<file path="src/rtl/data_mem_arbiter.sv">
// Two-port arbiter in front of the single-port data memory: picks a winner, runs one
// memory access cycle, then pulses the winner's ack with read data held on rdata.
module data_mem_arbiter #(
    parameter int ADDR_W = 8,
    parameter int DATA_W = 8
) (
    input  logic              clk,
    input  logic              reset_n,
    input  logic              prio_mode,
    input  logic [1:0]        req,
    input  logic [1:0]        we,
    input  logic [ADDR_W-1:0] addr0,
    input  logic [ADDR_W-1:0] addr1,
    input  logic [DATA_W-1:0] wdata0,
    input  logic [DATA_W-1:0] wdata1,
    output logic [1:0]        ack,
    output logic [DATA_W-1:0] rdata,
    output logic              busy,
    output logic              mem_read_enable,
    output logic              mem_write_enable,
    output logic [ADDR_W-1:0] mem_address,
    output logic [DATA_W-1:0] mem_data_in,
    input  logic [DATA_W-1:0] mem_data_out,
    output logic [1:0]        dbg_state
);

    typedef enum logic [1:0] {
        ST_IDLE   = 2'd0,
        ST_ACCESS = 2'd1,
        ST_ACK    = 2'd2
    } state_t;

    // Handshake: a requester raises req[i] with we/addr/wdata stable and holds them until
    // ack[i] pulses for one cycle; a req still high in the following IDLE is a new request.

    state_t              state_q, state_d;
    logic                owner_q, owner_d;
    logic                we_q, we_d;
    logic [ADDR_W-1:0]   addr_q, addr_d;
    logic [DATA_W-1:0]   wdata_q, wdata_d;
    logic [DATA_W-1:0]   rdata_q, rdata_d;
    logic                last_grant_q, last_grant_d;
    logic                winner;

    always_ff @(posedge clk) begin
        if (!reset_n) begin
            state_q      <= ST_IDLE;
            owner_q      <= 1'b0;
            we_q         <= 1'b0;
            addr_q       <= '0;
            wdata_q      <= '0;
            rdata_q      <= '0;
            last_grant_q <= 1'b1;
        end else begin
            state_q      <= state_d;
            owner_q      <= owner_d;
            we_q         <= we_d;
            addr_q       <= addr_d;
            wdata_q      <= wdata_d;
            rdata_q      <= rdata_d;
            last_grant_q <= last_grant_d;
        end
    end

    always_comb begin
        state_d      = state_q;
        owner_d      = owner_q;
        we_d         = we_q;
        addr_d       = addr_q;
        wdata_d      = wdata_q;
        rdata_d      = rdata_q;
        last_grant_d = last_grant_q;
        winner       = 1'b0;

        case (state_q)
            ST_IDLE: begin
                if (req != 2'b00) begin
                    // On a tie, round-robin favours the port that did not win last time.
                    if (req == 2'b11) begin
                        winner = prio_mode ? 1'b0 : ~last_grant_q;
                    end else begin
                        winner = req[1];
                    end
                    owner_d      = winner;
                    we_d         = winner ? we[1]  : we[0];
                    addr_d       = winner ? addr1  : addr0;
                    wdata_d      = winner ? wdata1 : wdata0;
                    last_grant_d = winner;
                    state_d      = ST_ACCESS;
                end
            end
            ST_ACCESS: begin
                if (!we_q) begin
                    rdata_d = mem_data_out;
                end
                state_d = ST_ACK;
            end
            ST_ACK: begin
                state_d = ST_IDLE;
            end
            default: begin
                state_d = ST_IDLE;
            end
        endcase
    end

    // Write enable is also gated by reset_n so a reset edge can never commit a write.
    assign mem_read_enable  = (state_q == ST_ACCESS) && !we_q;
    assign mem_write_enable = (state_q == ST_ACCESS) && we_q && reset_n;
    assign mem_address      = addr_q;
    assign mem_data_in      = wdata_q;
    assign ack              = (state_q == ST_ACK) ? (owner_q ? 2'b10 : 2'b01) : 2'b00;
    assign busy             = (state_q != ST_IDLE);
    assign rdata            = rdata_q;
    assign dbg_state        = state_q;

endmodule

</file>
<file path="config.mk">
export PLATFORM = sky130hd
export DESIGN_NAME = data_mem_arbiter
export DESIGN_NICKNAME = d
export VERILOG_FILES = /design/src/rtl/data_mem_arbiter.sv
export SDC_FILE = /design/constraint.sdc
export NUM_CORES = 1
export LEC_CHECK = 0
export BUFFER_PORTS_ARGS = -buffer_cell sky130_fd_sc_hd__buf_2
export CORE_ASPECT_RATIO = 0.9
export CORE_MARGIN = 4
export CORE_UTILIZATION = 44
export CTS_CLUSTER_SIZE = 30
export DETAILED_ROUTE_END_ITERATION = 10
export HOLD_SLACK_MARGIN = 0.08
export PLACE_DENSITY = 0.79
export SLEW_MARGIN = 0
export SYNTH_ARGS = -nofsm -noshare
export SYNTH_HDL_FRONTEND = slang
export SYNTH_SLANG_ARGS = --single-unit
</file>
<file path="constraint.sdc">
create_clock -name clk -period 1.5 [get_ports clk]
set_input_delay 0.225 -clock clk [delete_from_list [all_inputs] [get_ports clk]]
set_output_delay 0.225 -clock clk [all_outputs]
set_load 0.005 [all_outputs]
</file>
==> impl_metrics.json, run 1 <==
{
  "status": "completed",
  "fillers": 287,
  "clkSlewWorstSetupHoldPaths_ns": 0.09,
  "dr.pass1.iters": 4,
  "cp-end-kind": "primary output",
  "rows": 19,
  "synth_fp_nets": 192,
  "grt_first_pass_wirelength_microns": 6210,
  "cts_tree": "yes",
  "fin_nets": 274,
  "avgSynthCellArea_sq_um": 9.87,
  "setup_ws_ns": 0.0667,
  "regArea_sq_um": 583,
  "grt_max_degree": 36,
  "die_area_sq_um": 4230,
  "dpl.hpwl_microns": 2770,
  "syn_area_sq_um": 1430,
  "ctsHoldBuffers": 0,
  "final_max_slew_viol_count": 0,
  "period_share_pct": 95.6,
  "routed_wirelength_microns": 3910,
  "port_buffers": 77,
  "clock_sinks": 29,
  "wl_per_cell_microns": 14.5,
  "setup_viol": 0,
  "multi_input_area_sq_um": 761,
  "cp_max_fo": 6,
  "drc": 0,
  "leakagePower_nw": 1.03,
  "drive_gt1_share_pct": 46.9,
  "cts_buffer_depth": 2,
  "ys_ff_latch": 29,
  "maxCapViolations": 0,
  "drtIter0Drc": 72,
  "rsz0062_at_grt": "false",
  "grt_overflow": 0,
  "num_vias": 1419,
  "cts_root_buffer": "clkbuf_4",
  "power_density_nw_per_um2": 972,
  "worst_pin_slew_ns": 0.280,
  "synthCells": 145,
  "ant_nets": 0,
  "final_common_cell": "buf_2",
  "seq_area_frac_synth_pct": 40.6,
  "grt_pass1_vias": 1373,
  "cts_buffers": 5,
  "layout_common_cells": "buf_2 (77), dfxtp_1 (27)",
  "slew_headroom_pct": 81.3,
  "crit_type": "reg -> out",
  "track_usage_pct": 19.1,
  "fmax_ghz": 0.698,
  "htreeDepth": 2,
  "yosys_warnings": 0,
  "fp.dieW_microns": 68.1,
  "clk_latency_ns": 0.32,
  "crit_arrival_ns": 1.21,
  "layout_min_cycle_time_ns": 1.43,
  "worstHoldPathType": "in -> reg",
  "critPathLaunchType": "register",
  "vdd_drop_max_uv": 555,
  "vias_per_cell": 5.26,
  "boundaryPins": 78,
  "start_util_pct": 46.3,
  "coreArea_sq_um": 3090,
  "finalSetupTns_ns": 0,
  "stdcell_area_sq_um": 1970,
  "crit_required_ns": 1.27,
  "dpl_cell_area_sq_um": 1860,
  "globalplace.congestion": 0.751,
  "n_antenna_cell": 0,
  "grt_antenna_before_repair": 0,
  "ys_types": 22,
  "die_y_microns": 62.1,
  "clock_skew_ns": 0.00376,
  "pre_cts_slack_ns": 0.130,
  "hold_viol": 0,
  "area_growth_pct": 37.8
}
[per-stage QoR]
stage / hold WS (ns) / std cells / total power (W) / utilization [%]
floorplan: 0.372 / 145 / 0.00118 / -
global placement: 0.461 / 259 / 0.00136 / 60.2
detailed placement: 0.472 / 259 / 0.00137 / 60.2
CTS: 0.126 / 270 / 0.00194 / 63.6
global route: 0.127 / 270 / 0.00204 / 63.8
finish: 0.135 / 270 / 0.00192 / 63.8
[cell type report]
type	count	share of cell area, %
Timing Repair inverter	1	0.380
Sequential cell	29	29.5
Clock buffer	7	3.30
Inverter	2	0.571
Tap cell	42	2.66
Clock inverter	1	0.254
Multi-Input combinational cell	99	38.6
Timing Repair Buffer	89	24.7
[power breakdown]
group | internal, W | leakage, nW | switching [W] | total, W
sequential | 0.000847 | 0.240 | 0.0000415 | 0.000888
combinational | 0.000261 | 0.751 | 0.000227 | 0.000488
clock | 0.000271 | 0.0413 | 0.000270 | 0.000541
[what timing repair did]
item	4_1_cts	5_1_grt
gates cloned	1	0
buffers inserted	2	0
endpoints found under the setup margin	3	7
resized for setup	4	3
[cells in the mapped netlist]
cell / instances / share of area, %
o21ai_2: 1 / 0.61
buf_4: 4 / 2.1
and2_1: 1 / 0.44
and3_1: 17 / 7.4
nor3b_1: 3 / 1.6
buf_2: 3 / 1.0
o21ai_1: 1 / 0.35
o21ai_4: 1 / 1.1
a21boi_0: 17 / 8.9
and3b_1: 1 / 0.61
nor2_1: 9 / 2.4
clkbuf_1: 5 / 1.3
nand3_1: 2 / 0.70
o311a_1: 17 / 12
dfxtp_1: 29 / 41
mux2i_1: 8 / 5.6
inv_1: 2 / 0.52
nor2_2: 2 / 0.87
o21bai_1: 17 / 8.9
o21ai_0: 1 / 0.35
a21oi_1: 1 / 0.35
buf_6: 3 / 2.4
[worst paths after layout]
kind	depth (start not counted)	to	slack, ns	startpoint
worst min register to register	2	rdata[5]	0.50	rdata[5]
worst max register to register	4	mem_data_in[2]	0.18	dbg_state[0]
worst max-delay path	3	busy	0.07	dbg_state[0]
worst min-delay path	3	rdata[7]	0.13	mem_data_out[7]
[worst max-delay path: stages (launching register included)]
cell        delay (ns)
dfxtp_2           0.36
nor2_4            0.22
clkinvlp_4        0.16
buf_2             0.14
[cells by family after synthesis]
kind of cell           count (synthesis)  share of synthesized area, %
buffers and inverters                 17                          7.34
AND/OR/NAND/NOR                       35                          14.0
flip-flops                            29                          40.6
multiplexers                           8                          5.59
AO/OA/AOI/OAI                         56                          32.5
[routing by layer]
metal	share of wire [%]	GRT usage, %	up-vias
met5	0	0	-
li1	-	-	711
met4	2.1	8.19	0
met2	49	29.8	46
met3	7.2	6.13	9
met1	42	23.7	653
[registers in the layout (all words and copies together) (netlist names)]
signal        cells
last_grant_q      1
owner_q           1
mem_data_in       8
rdata             8
mem_address       8
we_q              1
dbg_state         2
(Power assumes the default switching activity.)
==> inputs of run 2 (changes only) <==
--- a/config.mk
+++ b/config.mk
@@ -11,3 +11,3 @@
 export CORE_UTILIZATION = 44
-export CTS_CLUSTER_SIZE = 30
+export CTS_CLUSTER_SIZE = 14
 export DETAILED_ROUTE_END_ITERATION = 10
@@ -15,2 +15,3 @@
 export PLACE_DENSITY = 0.79
+export REMOVE_ABC_BUFFERS = 1
 export SLEW_MARGIN = 0
==> constraint.sdc (replaced) <==
create_clock -name clk -period 1.5 [get_ports clk]
set_input_delay 0.15 -clock clk [delete_from_list [all_inputs] [get_ports clk]]
set_output_delay 0.15 -clock clk [all_outputs]
set_load 0.005 [all_outputs]
==> impl_metrics.json, run 2 (synthesis results as in run 1) <==
{
  "slowest_delay_ns": 0.39,
  "die_area_sq_um": 4230,
  "seq_power_share_pct": 47.8,
  "fin_nets": 284,
  "final_common_cell": "buf_2",
  "maxCapViolations": 0,
  "setup_viol": 0,
  "crit_arrival_ns": 1.21,
  "ant_nets": 0,
  "dp.cells": 259,
  "boundaryPins": 78,
  "internal_power_w": 0.00134,
  "n_antenna_cell": 0,
  "htreeDepth": 2,
  "rsz0062_at_grt": "false",
  "hp-start": "mem_data_out[3]",
  "p_sw_w": 0.000516,
  "whs_path_depth": 3,
  "crit_family": "simple AND/OR/NAND/NOR gates",
  "pre_cts_slack_ns": 0.163,
  "cts_root_buffer": "clkbuf_4",
  "crit_buf_inv": 1,
  "pwr-share-clk_pct": 25.2,
  "crit_slowest_cell": "dfxtp_2",
  "status": "completed",
  "clkSlewWorstSetupHoldPaths_ns": 0.08,
  "grt_max_degree": 23,
  "r2r-end": "mem_data_in[4]",
  "finalSetupTns_ns": 0,
  "clock_skew_ns": 0.00649,
  "power.total_w": 0.00186,
  "hold_viol": 0,
  "hold_ws_ns": 0.0932,
  "rows": 19,
  "grt_first_pass_wirelength_microns": 5950,
  "worstHoldEndpoint": "rdata[3]",
  "crit_type": "reg -> out",
  "worstHoldPathType": "in -> reg",
  "vdd_drop_max_uv": 554,
  "critPathLaunchType": "register",
  "slew_headroom_pct": 84.5,
  "fp.dieW_microns": 68.1,
  "rr_worst_depth": 4,
  "num_vias": 1464,
  "final_cells": 279,
  "vias_per_cell": 5.25,
  "cp_max_fo": 6,
  "drc": 0,
  "power_density_nw_per_um2": 918,
  "drtIter0Drc": 45,
  "coreArea_sq_um": 3090,
  "port_buffers": 77,
  "cts_buffers": 5,
  "final_max_slew_viol_count": 0,
  "worstReg2RegStart": "dbg_state[1]",
  "leakagePower_nw": 1.06,
  "clk_latency_ns": 0.32,
  "die_y_microns": 62.1,
  "track_usage_pct": 18.3,
  "routed_wirelength_microns": 3930,
  "cts_tree": "yes",
  "period_share_pct": 91.0,
  "setup_ws_ns": 0.135,
  "globalplace.congestion": 0.738,
  "dr.pass1.iters": 4,
  "grt_overflow": 0,
  "crit_required_ns": 1.35,
  "wl_per_cell_microns": 14.1,
  "path_cells": "nor3b_1 > and2_1 > buf_2",
  "layout_common_cells": "buf_2 (77), dfxtp_1 (28)",
  "area_growth_pct": 41.4,
  "drive_gt1_share_pct": 44.7,
  "start_util_pct": 46.3,
  "cp-end-kind": "primary output",
  "cts_buffer_depth": 2,
  "grt_antenna_before_repair": 0,
  "p_comb_share_pct": 27.0,
  "worst_pin_slew_ns": 0.233,
  "fillers": 277,
  "layout_min_cycle_time_ns": 1.36,
  "reg2reg_setup_slack_ns": 0.16,
  "clock_sinks": 29,
  "grt_pass1_vias": 1366,
  "dpl.hpwl_microns": 2740,
  "p_sw_share_pct": 27.8,
  "fmax_ghz": 0.733
}
[run 2: cell types whose count changed in the layout (fill, tap and decap cells not counted), moves of 2 or more]
cell,before,now
dlygate4sd3_1,0,6
nor3b_2,2,0
nor3b_1,1,3
buf_4,11,16
[run 2: per-stage QoR]
stage / instance area (sq um) / utilization [%]
2_1_floorplan: 1330 / -
3_3_place_gp: 1850 / 59.8
3_5_place_dp: 1850 / 59.8
4_1_cts: 1980 / 64.1
5_1_grt: 2020 / 65.5
6_report: 2020 / 65.5
[run 2: worst max path at each step]
stage / from / to / cells past startpoint / slack [ns]
detailed placement: dbg_state[0] / mem_address[0] / 4 / 0.16
CTS: dbg_state[0] / busy / 3 / 0.02
floorplan: dbg_state[0] / rdata[0] / 3 / -0.38
global route: dbg_state[1] / mem_write_enable / 3 / 0.04
finish: dbg_state[0] / mem_write_enable / 3 / 0.14
global placement: dbg_state[0] / mem_address[5] / 4 / 0.20
[run 2: repair_timing]
action                     CTS  global route
setup endpoints to repair    1            20
hold endpoints to repair     6             0
hold buffers                 6             0
resized for setup            2             2
cloned                       1             0
setup buffers                1             5
[run 2: power groups by stage]
stage	Sequential (W)	Clock (W)	Combinational (W)
finish	0.000889	0.000468	0.000502
global route	0.000901	0.000522	0.000558
CTS	0.000887	0.000486	0.000484
detailed placement	0.000905	0	0.000457
global placement	0.000903	0	0.000448
floorplan	0.000908	0	0.000227
[run 2: area by class of cell]
class | instances | area, sq um | area share [%]
multi-input cells | 99 | 751 | 37.1
well taps | 42 | 52.6 | 2.60
repair buffers | 99 | 566 | 27.9
clock buffers | 7 | 55.1 | 2.72
flip-flops and latches | 29 | 582 | 28.7
repair inverters | 1 | 7.51 | 0.371
inverters | 2 | 11.3 | 0.556
[run 2: metal layers]
metal  global-route usage [%]  vias to the layer above  routed length, microns
li1                         -                      732                       -
met1                     22.6                      655                    1680
met2                     28.5                       70                    1790
met3                     7.03                        7                     410
met4                     6.45                        0                      48
met5                        0                        -                       0
[run 2: worst reg2reg max path, delay by kind of cell, from the launching register on]
kind | cells | cell delay [ns]
compound gates | 2 | 0.44
buf+inv | 1 | 0.20
flops | 1 | 0.38
simple gates | 1 | 0.22
